===== src/rtl/mips_multicycle_ctrl.sv =====
// mips_multicycle_ctrl
//   Moore-style control FSM for a multicycle MIPS datapath. Decodes Op/Funct
//   for R-type (ADD/SUB/AND/XOR/NOP/BREAK), BEQ, BNE, LW, SW, LUI and J, holds
//   memory states for MEM_WAIT extra cycles, and parks in HALT or ILLEGAL.
//
// Ports
//   Clk, Reset_signal      clock (rising edge), async active-high reset
//   Op, Funct, ALU_zero    IR[31:26], IR[5:0], ALU zero flag
//   StateOut               registered copy of the state code (one cycle late)
//   PCWrite/PCWriteCond/BranchNe/PC_load   PC update controls
//   wr, IorD, MemtoReg, RegDst, ALUSrcA, ALUSrcB, PCSource, ALU_sel,
//   IRWrite, RegWrite      datapath selects / enables
//   *_load, *_reset, RegReset              register loads and clears
//   Halted, Illegal        status of the two sticky states
module mips_multicycle_ctrl #(
    parameter int MEM_WAIT     = 2,
    parameter int TRAP_ILLEGAL = 1,
    parameter int STATE_W      = 8
) (
    input  logic               Clk,
    input  logic               Reset_signal,
    input  logic [5:0]         Op,
    input  logic [5:0]         Funct,
    input  logic               ALU_zero,
    output logic [STATE_W-1:0] StateOut,
    output logic               PCWrite,
    output logic               PCWriteCond,
    output logic               BranchNe,
    output logic               PC_load,
    output logic               wr,
    output logic               IorD,
    output logic               MemtoReg,
    output logic               RegDst,
    output logic               ALUSrcA,
    output logic               IRWrite,
    output logic               RegWrite,
    output logic [1:0]         ALUSrcB,
    output logic [1:0]         PCSource,
    output logic [2:0]         ALU_sel,
    output logic               A_load,
    output logic               B_load,
    output logic               MDR_load,
    output logic               ALUOut_load,
    output logic               IR_load,
    output logic               RegReset,
    output logic               A_reset,
    output logic               B_reset,
    output logic               MDR_reset,
    output logic               ALUOut_reset,
    output logic               IR_reset,
    output logic               Halted,
    output logic               Illegal
);

    typedef enum logic [3:0] {
        S_RESET    = 4'd0,
        S_FETCH    = 4'd1,
        S_DECODE   = 4'd2,
        S_MEM_ADDR = 4'd3,
        S_LW_MEM   = 4'd4,
        S_LW_WB    = 4'd5,
        S_SW_MEM   = 4'd6,
        S_R_EXEC   = 4'd7,
        S_R_WB     = 4'd8,
        S_BRANCH   = 4'd9,
        S_JUMP     = 4'd10,
        S_LUI_WB   = 4'd11,
        S_HALT     = 4'd12,
        S_ILLEGAL  = 4'd13
    } state_t;

    localparam logic [2:0] ALU_PASS = 3'b000;
    localparam logic [2:0] ALU_ADD  = 3'b001;
    localparam logic [2:0] ALU_SUB  = 3'b010;
    localparam logic [2:0] ALU_AND  = 3'b011;
    localparam logic [2:0] ALU_XOR  = 3'b110;
    localparam logic [2:0] ALU_LUI  = 3'b111;

    localparam logic [3:0] WAIT_INIT = 4'(MEM_WAIT);

    state_t     state, next_state, bad_op_state;
    logic [3:0] cnt;
    logic       last;       // final cycle of a memory state
    logic       mem_entry;

    assign last         = (cnt == 4'd0);
    assign bad_op_state = (TRAP_ILLEGAL != 0) ? S_ILLEGAL : S_FETCH;
    // Self-loops while waiting are not entries; only a real transition reloads.
    assign mem_entry    = (next_state != state) &&
                          (next_state == S_FETCH || next_state == S_LW_MEM ||
                           next_state == S_SW_MEM);

    always_ff @(posedge Clk or posedge Reset_signal) begin
        if (Reset_signal) begin
            state    <= S_RESET;
            cnt      <= 4'd0;
            StateOut <= '0;
        end else begin
            state    <= next_state;
            StateOut <= STATE_W'(state);
            if (mem_entry)
                cnt <= WAIT_INIT;
            else if (cnt != 4'd0)
                cnt <= cnt - 4'd1;
        end
    end

    // Next-state logic
    always_comb begin
        next_state = state;
        case (state)
            S_RESET:  next_state = S_FETCH;
            S_FETCH:  if (last) next_state = S_DECODE;
            S_DECODE: begin
                case (Op)
                    6'h00: begin
                        case (Funct)
                            6'h00:                      next_state = S_FETCH;
                            6'h0d:                      next_state = S_HALT;
                            6'h20, 6'h22, 6'h24, 6'h26: next_state = S_R_EXEC;
                            default:                    next_state = bad_op_state;
                        endcase
                    end
                    6'h04, 6'h05: next_state = S_BRANCH;
                    6'h23, 6'h2b: next_state = S_MEM_ADDR;
                    6'h0f:        next_state = S_LUI_WB;
                    6'h02:        next_state = S_JUMP;
                    default:      next_state = bad_op_state;
                endcase
            end
            S_R_EXEC:   next_state = S_R_WB;
            S_R_WB:     next_state = S_FETCH;
            S_MEM_ADDR: next_state = (Op == 6'h23) ? S_LW_MEM : S_SW_MEM;
            S_LW_MEM:   if (last) next_state = S_LW_WB;
            S_LW_WB:    next_state = S_FETCH;
            S_SW_MEM:   if (last) next_state = S_FETCH;
            S_BRANCH:   next_state = S_FETCH;
            S_JUMP:     next_state = S_FETCH;
            S_LUI_WB:   next_state = S_FETCH;
            S_HALT:     next_state = S_HALT;
            S_ILLEGAL:  next_state = S_ILLEGAL;
            default:    next_state = S_RESET;
        endcase
    end

    // Output decode (state plus the wait counter; BranchNe also looks at Op)
    always_comb begin
        PCWrite      = 1'b0;
        PCWriteCond  = 1'b0;
        BranchNe     = 1'b0;
        wr           = 1'b0;
        IorD         = 1'b0;
        MemtoReg     = 1'b0;
        RegDst       = 1'b0;
        ALUSrcA      = 1'b0;
        IRWrite      = 1'b0;
        RegWrite     = 1'b0;
        ALUSrcB      = 2'b00;
        PCSource     = 2'b00;
        ALU_sel      = ALU_PASS;
        A_load       = 1'b0;
        B_load       = 1'b0;
        MDR_load     = 1'b0;
        ALUOut_load  = 1'b0;
        IR_load      = 1'b0;
        RegReset     = 1'b0;
        A_reset      = 1'b0;
        B_reset      = 1'b0;
        MDR_reset    = 1'b0;
        ALUOut_reset = 1'b0;
        IR_reset     = 1'b0;
        Halted       = 1'b0;
        Illegal      = 1'b0;
        case (state)
            S_RESET: begin
                RegReset     = 1'b1;
                A_reset      = 1'b1;
                B_reset      = 1'b1;
                MDR_reset    = 1'b1;
                ALUOut_reset = 1'b1;
                IR_reset     = 1'b1;
            end
            S_FETCH: begin
                // Memory read is held for the whole fetch; capture and PC+4
                // happen only once the data is valid.
                if (last) begin
                    IRWrite  = 1'b1;
                    IR_load  = 1'b1;
                    MDR_load = 1'b1;
                    PCWrite  = 1'b1;
                    ALUSrcB  = 2'b01;
                    ALU_sel  = ALU_ADD;
                end
            end
            S_DECODE: begin
                A_load      = 1'b1;
                B_load      = 1'b1;
                ALUOut_load = 1'b1;
                ALUSrcB     = 2'b11;
                ALU_sel     = ALU_ADD;
            end
            S_R_EXEC: begin
                ALUSrcA     = 1'b1;
                ALUOut_load = 1'b1;
                case (Funct)
                    6'h22:   ALU_sel = ALU_SUB;
                    6'h24:   ALU_sel = ALU_AND;
                    6'h26:   ALU_sel = ALU_XOR;
                    default: ALU_sel = ALU_ADD;
                endcase
            end
            S_R_WB: begin
                RegDst   = 1'b1;
                RegWrite = 1'b1;
            end
            S_MEM_ADDR: begin
                ALUSrcA     = 1'b1;
                ALUSrcB     = 2'b10;
                ALU_sel     = ALU_ADD;
                ALUOut_load = 1'b1;
            end
            S_LW_MEM: begin
                IorD     = 1'b1;
                MDR_load = last;
            end
            S_LW_WB: begin
                MemtoReg = 1'b1;
                RegWrite = 1'b1;
            end
            S_SW_MEM: begin
                IorD = 1'b1;
                wr   = 1'b1;
            end
            S_BRANCH: begin
                ALUSrcA     = 1'b1;
                ALU_sel     = ALU_SUB;
                PCWriteCond = 1'b1;
                PCSource    = 2'b01;
                BranchNe    = (Op == 6'h05);
            end
            S_JUMP: begin
                PCWrite  = 1'b1;
                PCSource = 2'b10;
            end
            S_LUI_WB: begin
                // ALU result goes straight to the register write port.
                ALUSrcB  = 2'b10;
                ALU_sel  = ALU_LUI;
                RegWrite = 1'b1;
            end
            S_HALT:    Halted  = 1'b1;
            S_ILLEGAL: Illegal = 1'b1;
            default: ;
        endcase
    end

    assign PC_load = PCWrite | (PCWriteCond & (ALU_zero ^ BranchNe));

endmodule


===== config.mk =====
export PLATFORM = sky130hd
export DESIGN_NAME = mips_multicycle_ctrl
export DESIGN_NICKNAME = d
export VERILOG_FILES = /design/src/rtl/mips_multicycle_ctrl.sv
export SDC_FILE = /design/constraint.sdc
export NUM_CORES = 1
export LEC_CHECK = 0
export BUFFER_PORTS_ARGS = -buffer_cell sky130_fd_sc_hd__buf_4
export CAP_MARGIN = 15
export CORE_MARGIN = 3
export CORE_UTILIZATION = 35
export DETAILED_ROUTE_END_ITERATION = 10
export SETUP_SLACK_MARGIN = 0.2
export SLEW_MARGIN = 20
export SYNTH_ARGS = -nofsm -noshare
export SYNTH_HDL_FRONTEND = slang
export SYNTH_SLANG_ARGS = --single-unit

===== constraint.sdc =====
create_clock -name Clk -period 3.9 [get_ports Clk]
set_input_delay 0.975 -clock Clk [delete_from_list [all_inputs] [get_ports Clk]]
set_output_delay 0.975 -clock Clk [all_outputs]
set_load 0.02 [all_outputs]

==> out/metrics.yaml, run 1 <==
drc_errors: 0
worstPathMaxFanout: 4
max_stage_delay_ns: 0.62
clock_tree.buffer_depth: 2
syn-cell-area_um2: 1140
max_freq_mhz: 311
area_growth_syn_to_layout_pct: 29.6
synthDistinctLibCells: 50
n_antenna_cell: 0
critPathLaunchType: "input port"
max-cap-violations: 0
clk_pin_slew_ns: 0.08
vdd_drop_max_v: 0.000469
synthSimpleGateAreaFrac_pct: 37.1
drt_wl_total_um: 3000
cts_resized: 0
postCtsSetupRepairBufs: 0
yosysSeqAreaShare_pct: 26.3
synthXorXnorAreaFrac_pct: 2.30
tightest_slew_ns: 0.786
ys_async_sr_fraction_pct: 100
nNetsFinal: 204
relSlewSlack_pct: 47.1
insertion_delay_ns: 0.27
drt_pass1_iterations: 4
place_congestion: 0.789
multi_input_area_um2: 694
p_leak_nw: 0.732
cts_inserted_buffers: 3
tritoncts: "built"
timing.hold.ws_ns: 0.505
grt_overflow_total: 0
grt_max_degree: 23
filler_cell_count: 337
critPathMostFrequentCell: "buf_4"
synthAdderAreaFrac_pct: 1.10
port_buffers: 49
area.sequential_um2: 300
path_buf_inv: 2
crit_type: "in -> out"
die_area_um2: 3990
hold_class: "reg -> reg"
p_per_area_nw_per_um2: 721
syn_avg_cell_area_um2: 7.62
synthFlopType: "dfrtp_1"
cts.sinks: 12
fin_util_pct: 48.1
start_util_pct: 37.1
synth-seq-cells: 12
synth_top_family_by_area: "simple AND/OR/NAND/NOR gates"
synth_edf_count: 0
dpl.hpwl_um: 2370
post-route-min-period_ns: 3.22
dieHeight_um: 63.1
synth_compound_area_share_pct: 18.1
htreeDepth: 1
die_x_um: 63.1
fin_setup_tns_ns: 0
yosys-mux-area-fraction_pct: 0.876
core_area_um2: 3080
ios: 54
drv_slew: 0
drt_iter0_markers: 53
endpoint_kind: "output port"
cp.required_ns: 2.92
crit_chain: "buf_4, nor4b_1, a21oi_1, nor2_1, o22ai_1, buf_4"
setup_viol: 0
rows: 20
vias_per_cell: 5.15
rsz0062_at_grt: "false"
hold_viol_final: 0
cts_hold_buf: 0
arrival_ns: 2.24
routedWlPerCell_um: 13.0
netlist_instances: 150
cp_slowest_cell: "nor4b_1"
grt_pass1_vias: 1122
fin_crit_sh_pct: 82.5
crit_family: "simple AND/OR/NAND/NOR gates"
finClkSkew_ns: 0.00346
drive_gt1_share_pct: 33.2
antenna_found_initial: 0
dr_total_vias: 1189
clk_root_buffer_cell: "clkbuf_4"
grt_pass1_wl_um: 5110
grt.total_usage_pct: 15.4
ant_nets: 0
status: "finished clean"
ys_warn_count: 0
## worst paths after layout
check / start / end / slack [ns] / depth (start not counted)
worst min-delay path: cnt[1] / cnt[1] / 0.50 / 2
min in group asynchronous: Reset_signal / state[0] / 0.71 / 2
worst min register to register: cnt[1] / cnt[1] / 0.50 / 2
worst max register to register: cnt[0] / cnt[3] / 1.44 / 7
max in group asynchronous: Reset_signal / state[1] / 2.89 / 2
worst max-delay path: Funct[0] / ALU_sel[0] / 0.68 / 6
## final cells by class
| cell class | instances | share of cell area, % |
|---|---|---|
| well taps | 44 | 3.72 |
| flip-flops and latches | 12 | 20.3 |
| repair buffers | 49 | 24.9 |
| multi-input cells | 115 | 46.9 |
| clock buffers | 4 | 2.45 |
| inverters | 7 | 1.78 |
## logic make-up (layout without fill, tap and decap cells)
kind of cell | Yosys count | in the layout
XOR/XNOR | 3 | 3
buffers and inverters | 26 | 60
adder cells (fa/ha/maj) | 1 | 1
flip-flops | 12 | 12
multiplexers | 1 | 1
AND/OR/NAND/NOR | 75 | 75
other | 1 | 4
AO/OA/AOI/OAI | 31 | 31
## registers in the layout, summed over array words and instances (netlist names)
register / cells
cnt: 4
StateOut: 4
state: 4
## routing by layer
layer / part of all wire [%] / GRT usage (%) / vias to the layer above
met5: 0 / 0 / -
met4: 0.40 / 3.31 / 0
met3: 5.2 / 2.50 / 4
met2: 51 / 27.3 / 38
met1: 43 / 19.4 / 556
li1: - / - / 591
## power by group
part | internal, mW | total (mW) | switching, mW
combinational | 0.318 | 0.714 | 0.397
sequential | 0.172 | 0.255 | 0.0836
clock | 0.0567 | 0.0977 | 0.0410
## synth_stat cells (2+ instances only)
| cell | n | area share, % |
|---|---|---|
| a21boi_0 | 2 | 1.3 |
| a21o_1 | 2 | 1.3 |
| a21oi_1 | 6 | 2.6 |
| a31oi_1 | 2 | 1.1 |
| and3_1 | 4 | 2.2 |
| buf_4 | 14 | 9.2 |
| clkbuf_1 | 2 | 0.66 |
| dfrtp_1 | 12 | 26 |
| inv_1 | 7 | 2.3 |
| nand2_1 | 8 | 2.6 |
| nand2b_1 | 4 | 2.2 |
| nand3_1 | 5 | 2.2 |
| nand4_1 | 3 | 1.6 |
| nor2_1 | 21 | 6.9 |
| nor2b_1 | 4 | 2.2 |
| nor3_1 | 9 | 3.9 |
| nor4_1 | 2 | 1.1 |
| o211ai_1 | 2 | 1.3 |
| o21a_1 | 2 | 1.3 |
| o21ai_0 | 5 | 2.2 |
| o22ai_1 | 2 | 1.1 |
| or2b_2 | 2 | 1.5 |
| xnor2_1 | 3 | 2.3 |
## per-stage QoR
stage	cells	setup WS, ns	instance area [um2]	total power [mW]
2_1_floorplan	153	0.809	1150	0.774
5_1_grt	231	0.524	1480	1.17
6_report	231	0.682	1480	1.07
3_3_place_gp	227	0.766	1440	0.972
4_1_cts	231	0.673	1480	1.08
3_5_place_dp	227	0.689	1440	0.978
## placed cells by master, fill, tap and decap left out, types with 2 or more instances in the layout
| cell | count |
|---|---|
| nor3_1 | 9 |
| nor4_1 | 2 |
| and3_1 | 4 |
| o211ai_1 | 2 |
| a21boi_0 | 2 |
| or2b_2 | 2 |
| nor2_1 | 21 |
| buf_4 | 49 |
| xnor2_1 | 3 |
| nand2_1 | 8 |
| nand2b_1 | 4 |
| dfrtp_1 | 12 |
| a21o_1 | 2 |
| a21oi_1 | 6 |
| nand3_1 | 5 |
| inv_1 | 7 |
| a31oi_1 | 2 |
| nand4_1 | 3 |
| conb_1 | 4 |
| o21ai_0 | 5 |
| o22ai_1 | 2 |
| nor2b_1 | 4 |
| clkbuf_4 | 3 |
| o21a_1 | 2 |
## tightest hold or removal path, delay by kind of cell (launching register included)
kind,cells,cell delay [ns]
compound gates,1,0.07
flops,1,0.35
simple gates,1,0.05
No activity file was read; power rests on OpenSTA's default activity.
==> run 2: changes to the inputs <==
--- a/config.mk
+++ b/config.mk
@@ -5,6 +5,7 @@
 export SDC_FILE = /design/constraint.sdc
 export NUM_CORES = 1
 export LEC_CHECK = 0
+export ABC_AREA = 1
 export BUFFER_PORTS_ARGS = -buffer_cell sky130_fd_sc_hd__buf_4
 export CAP_MARGIN = 15
 export CORE_MARGIN = 3
==> constraint.sdc (replaced) <==
create_clock -name Clk -period 3.3 [get_ports Clk]
set_input_delay 0.825 -clock Clk [delete_from_list [all_inputs] [get_ports Clk]]
set_output_delay 0.825 -clock Clk [all_outputs]
set_load 0.02 [all_outputs]
==> out/metrics.yaml, run 2 <==
status: "finished clean"
routedWlPerCell_um: 10.4  # -20%
yosysSeqAreaShare_pct: 23.3  # -3.0 points
max-cap-violations: 0  # unchanged
endpoint_kind: "output port"
insertion_delay_ns: 0.23  # -0.04 ns
n_antenna_cell: 0  # unchanged
cts_resized: 0  # unchanged
grt_pass1_vias: 1070  # -4.6%
dpl.hpwl_um: 2510  # +6.0%
finalInstanceArea_um2: 1660  # +12%
grt_pass1_wl_um: 4700  # -8.0%
r2r_setup_slack_ns: 1.37  # -0.07 ns
vdd_drop_max_v: 0.000232  # -51%
setup_viol: 0  # unchanged
rsz0062_at_grt: "false"
hold_class: "reg -> reg"
cts_hold_buf: 0  # unchanged
arrival_ns: 1.88  # -0.36 ns
grt_max_degree: 13  # -43%
vias_per_cell: 4.39  # -15%
yosys.cell_count.top_type: "nand2_1"
ys_warn_count: 0  # unchanged
synthDistinctLibCells: 29  # -42%
rows: 21  # +5.0%
die_x_um: 66.7  # +5.6%
syn-cell-area_um2: 1290  # +13%
synth_edf_count: 0  # unchanged
dp_cells: 283  # +25%
met2_usage_pct: 22.4  # -4.9 points
netlist_top_cells_count: "nand2_1 (37), inv_1 (34), nor2_1 (29)"
htreeDepth: 1  # unchanged
dieHeight_um: 66.7  # +5.6%
port_buffers: 49  # unchanged
area.sequential_um2: 300  # unchanged
drive_gt1_share_pct: 34.2  # +1.0 points
r2r-end: "cnt[3]"
layout_common_cells: "buf_4 (49), nand2_1 (37), inv_1 (34), nor2_1 (29), nand3_1 (19)"
worstHoldStart: "cnt[1]"
use_met1_pct: 18.0  # -1.4 points
drc_errors: 0  # unchanged
clk_root_buffer_cell: "clkbuf_8"
nNetsFinal: 258  # +26%
p_leak_nw: 0.956  # +31%
hold_viol_final: 0  # unchanged
crit_type: "reg -> out"
die_area_um2: 4440  # +11%
dr_total_vias: 1255  # +5.6%
gr-usage-met3_pct: 2.53  # +0.034 points
multi_input_area_um2: 753  # +8.5%
mostFrequentLayoutCell: "buf_4"
ios: 54  # unchanged
ant_nets: 0  # unchanged
critPathLaunchType: "flop"
synth_top_family_by_area: "simple AND/OR/NAND/NOR gates"
worstReg2RegStart: "cnt[0]"
worst-r2r-cell-count: 10  # +3
cp.required_ns: 2.47  # -0.45 ns
max_freq_mhz: 369
synth_compound_area_share_pct: 7.87  # -10 points
cts_inserted_buffers: 3  # unchanged
netlist_instances: 198  # +32%
drt_iter0_markers: 50  # -5.7%
clock_tree.buffer_depth: 2  # unchanged
ys_async_sr_fraction_pct: 100  # unchanged
grt_overflow_total: 0  # unchanged
synthAdderAreaFrac_pct: 0.972  # -0.12 points
synthSimpleGateAreaFrac_pct: 47.1  # +10 points
grt.total_usage_pct: 13.5  # -1.9 points
synthXorXnorAreaFrac_pct: 1.36  # -0.94 points
core_area_um2: 3440  # +12%
filler_cell_count: 376  # +12%
yosys-mux-area-fraction_pct: 0  # -0.88 points
synthFlopType: "dfrtp_1"
fin_util_pct: 48.3  # +0.26 points
fin_crit_sh_pct: 82.1
top_regs: "StateOut: 4 flops, cnt: 4 flops, state: 4 flops"
antenna_found_initial: 0  # unchanged
drv_slew: 0  # unchanged
worstPathMaxFanout: 7  # +3
whs_endpoint: "cnt[1]"
drt_pass1_iterations: 4  # unchanged
synth-seq-cells: 12  # unchanged
post-route-min-period_ns: 2.71
post-synth-top-area-cell: "dfrtp_1"
tritoncts: "built"
place_congestion: 0.830  # +5.3%
fin_setup_tns_ns: 0  # unchanged
ys_top_cells_by_area: "dfrtp_1 (23%), nand2_1 (11%), inv_1 (9.9%)"
area_growth_syn_to_layout_pct: 29.3
hold_depth: 2  # unchanged
place_area_um2: 1620  # +12%
p_per_area_nw_per_um2: 889  # +23%
final_cells: 286  # +24%
synth_top_area_share_pct: 23.3  # -3.0 points
grt_most_used_layer: "met2"
start_util_pct: 37.4  # +0.29 points
syn_avg_cell_area_um2: 6.50  # -15%
postCtsSetupRepairBufs: 0  # unchanged
finClkSkew_ns: 0.00188  # -0.00157 ns
clk_pin_slew_ns: 0.05  # -0.03 ns
cts.sinks: 12  # unchanged
drt_wl_total_um: 2970  # -1.2%
==> run 2: cell count changes after synthesis, sizes merged, moves of 4 or more <==
cell	previous run	this run
o21ai	6	10
nor2	21	41
and3	4	0
nand2	9	44
nand2b	4	0
buf	17	13
nand3	5	23
inv	7	36
nor3	10	2
nor2b	4	0
==> run 2: final cells by class <==
cell class	count	share of cell area [%]
clock buffer	3	2.48
sequential	12	18.0
tap	46	3.46
multi-input combinational	139	45.3
timing repair buffer	49	22.1
inverter	37	8.65
==> run 2: routing by layer <==
metal	share of wire [%]	up-vias
li1	-	687
met1	48	535
met5	0	-
met2	47	31
met4	0.47	0
met3	4.7	2
==> run 2: critical path, cell delays in order, from the launching register on <==
cell and delay, ns:
dfrtp_1 0.36, inv_1 0.10, ha_1 0.21, nand3_1 0.26, inv_1 0.17, nand2_2 0.11
inv_1 0.14, nor2_1 0.08, o21ai_0 0.07, buf_4 0.16
==> run 2: kinds of logic (layout without fill, tap and decap cells) <==
family,Yosys count,count (layout)
compound gates,17,17
flops,12,12
xor+xnor,2,2
other cells,1,4
buf+inv,50,89
simple gates,115,115
fa+ha+maj,1,1
==> run 2: metrics by stage <==
step	setup WS, ns	hold slack (ns)	power (mW)
2_1_floorplan	0.356	0.374	1.08
3_3_place_gp	0.660	0.505	1.36
3_5_place_dp	0.648	0.506	1.37
4_1_cts	0.571	0.517	1.50
5_1_grt	0.394	0.530	1.60
6_report	0.592	0.524	1.48
==> run 2: report_power, final <==
| part | total, mW | switching [mW] | leakage, nW | internal [mW] |
|---|---|---|---|---|
| Combinational | 1.08 | 0.673 | 0.782 | 0.408 |
| Sequential | 0.272 | 0.0616 | 0.153 | 0.210 |
| Clock | 0.127 | 0.0471 | 0.0216 | 0.0799 |
==> run 2: how the worst max path moves through the flow <==
stage,from,end,slack [ns],depth (start not counted)
6_report,cnt[0],PC_load,0.59,9
5_1_grt,cnt[0],PC_load,0.39,9
4_1_cts,cnt[0],PC_load,0.57,9
3_5_place_dp,Op[5],PC_load,0.65,7
3_3_place_gp,Op[5],PC_load,0.66,7
2_1_floorplan,state[1],PC_load,0.36,7
==> run 3: changes to the inputs <==
==> constraint.sdc (replaced) <==
create_clock -name Clk -period 2.2 [get_ports Clk]
set_input_delay 0.55 -clock Clk [delete_from_list [all_inputs] [get_ports Clk]]
set_output_delay 0.55 -clock Clk [all_outputs]
set_load 0.02 [all_outputs]
==> out/metrics.yaml, run 3 (synthesis results as in run 2) <==
status: "finished clean"
place_congestion: 0.798  # -3.9%
vdd_drop_max_v: 0.000453  # +96%
clk_pin_slew_ns: 0.05  # about the same
antenna_found_initial: 0  # unchanged
finClkSkew_ns: 0.00791  # +0.00603 ns
grt_max_degree: 13  # unchanged
die_area_um2: 4440  # unchanged
rsz0062_at_grt: "true"
htreeDepth: 1  # unchanged
nNetsFinal: 281  # +8.9%
final_cells: 310  # +8.4%
drt_iter0_markers: 68  # +36%
p_leak_nw: 1.11  # +16%
rows: 21  # unchanged
grt_overflow_total: 0  # unchanged
post-route-min-period_ns: 2.07
finalInstanceArea_um2: 2010  # +21%
setup_viol: 0  # unchanged
drive_gt1_share_pct: 50.4  # +16 points
grt_most_used_layer: "met2"
place_area_um2: 1680  # +3.2%
mostFrequentLayoutCell: "buf_4"
timing.hold.ws_ns: 0.311  # -0.213 ns
crit_chain: "inv_2, nand2_8, nor2_4, inv_1, o32ai_1, buf_4"
worstPathMaxFanout: 5  # -2
drt_pass1_iterations: 4  # unchanged
grt.total_usage_pct: 15.4  # +1.9 points
clk_root_buffer_cell: "clkbuf_8"
worstReg2RegStart: "cnt[0]"
drv_slew: 0  # unchanged
area_growth_syn_to_layout_pct: 56.3
cp.required_ns: 1.65  # -0.82 ns
grt_pass1_wl_um: 5290  # +12%
hold_class: "in -> async"
fin_setup_tns_ns: 0  # unchanged
tritoncts: "built"
top_regs: "StateOut: 4 flops, cnt: 4 flops, state: 4 flops"
drc_errors: 0  # unchanged
met2_usage_pct: 25.1  # +2.7 points
max_freq_mhz: 483
hold_viol_final: 0  # unchanged
use_met1_pct: 20.2  # +2.2 points
arrival_ns: 1.52  # -0.36 ns
layout_common_cells: "buf_4 (67), nand2_1 (35), inv_1 (26), nor2_1 (25), nand3_1 (17)"
core_area_um2: 3440  # unchanged
crit_type: "reg -> out"
critPathLaunchType: "flop"
grt_pass1_vias: 1218  # +14%
max_stage_delay_ns: 0.47  # +0.11 ns
insertion_delay_ns: 0.24  # about the same
port_buffers: 49  # unchanged
cp_slowest_cell: "dfrtp_2"
vias_per_cell: 4.49  # +2.3%
dr_total_vias: 1392  # +11%
ant_nets: 0  # unchanged
r2r_setup_slack_ns: 0.32  # -1.05 ns
max-cap-violations: 0  # unchanged
ios: 54  # unchanged
clock_tree.buffer_depth: 2  # unchanged
cts_inserted_buffers: 3  # unchanged
drt_wl_total_um: 3400  # +15%
dp_cells: 287  # +1.4%
fin_crit_sh_pct: 94.1
cts.sinks: 12  # unchanged
routedWlPerCell_um: 11.0  # +5.7%
die_x_um: 66.7  # unchanged
p_per_area_nw_per_um2: 1360  # +53%
n_antenna_cell: 0  # unchanged
dpl.hpwl_um: 2590  # +3.1%
r2r-end: "cnt[0]"
worst-r2r-cell-count: 12  # +2
dieHeight_um: 66.7  # unchanged
start_util_pct: 37.4  # unchanged
gr-usage-met3_pct: 3.37  # +0.84 points
endpoint_kind: "output port"
## run 3: area by class of cell
class	instances	area, um2
sequential	12	305
timing repair buffer	72	577
inverter	37	146
fill	333	1430
tap	46	57.6
multi-input combinational	139	871
clock buffer	4	55.1
## run 3: per-stage QoR
stage	power, mW	worst slack (ns)	util, %
final	2.73	0.129	58.5
after global placement	2.10	0.139	48.7
after detailed placement	2.11	0.126	48.7
after global routing	2.94	0.0361	58.5
after floorplan	1.65	0.199	-
after CTS	2.58	0.135	55.5
## run 3: worst max path at each step
stage               slack [ns]          to     start  cells after the start
finish                    0.13  ALU_sel[1]  state[3]                      6
global route              0.04  ALU_sel[1]  state[3]                      6
CTS                       0.14     PC_load  state[1]                      8
detailed placement        0.13     PC_load     Op[2]                      8
global placement          0.14     PC_load     Op[2]                      8
floorplan                 0.20     PCWrite    cnt[0]                      8
## run 3: metal layers
layer  up-vias  part of all wire [%]
li1        732                     -
met1       616                    44
met2        38                    49
met3         6                   5.8
met4         0                   1.2
met5         -                     0
## run 3: critical path, delay by kind of cell, from the launching register on
| kind | cells | cell delay [ns] |
|---|---|---|
| flip-flops | 1 | 0.47 |
| buffers and inverters | 3 | 0.38 |
| AO/OA/AOI/OAI | 1 | 0.24 |
| AND/OR/NAND/NOR | 2 | 0.18 |
## run 3: timing repair
item	in CTS	in global routing
gates resized for setup	20	16
pin swaps	6	5
setup endpoints to repair	10	20
hold buffers	0	0
endpoints found under the hold margin	0	0
buffers inserted	12	7
## run 3: report_power, final
group / internal (mW) / total (mW) / switching (mW)
Clock: 0.158 / 0.238 / 0.0798
Sequential: 0.321 / 0.409 / 0.0874
Combinational: 0.893 / 2.09 / 1.19
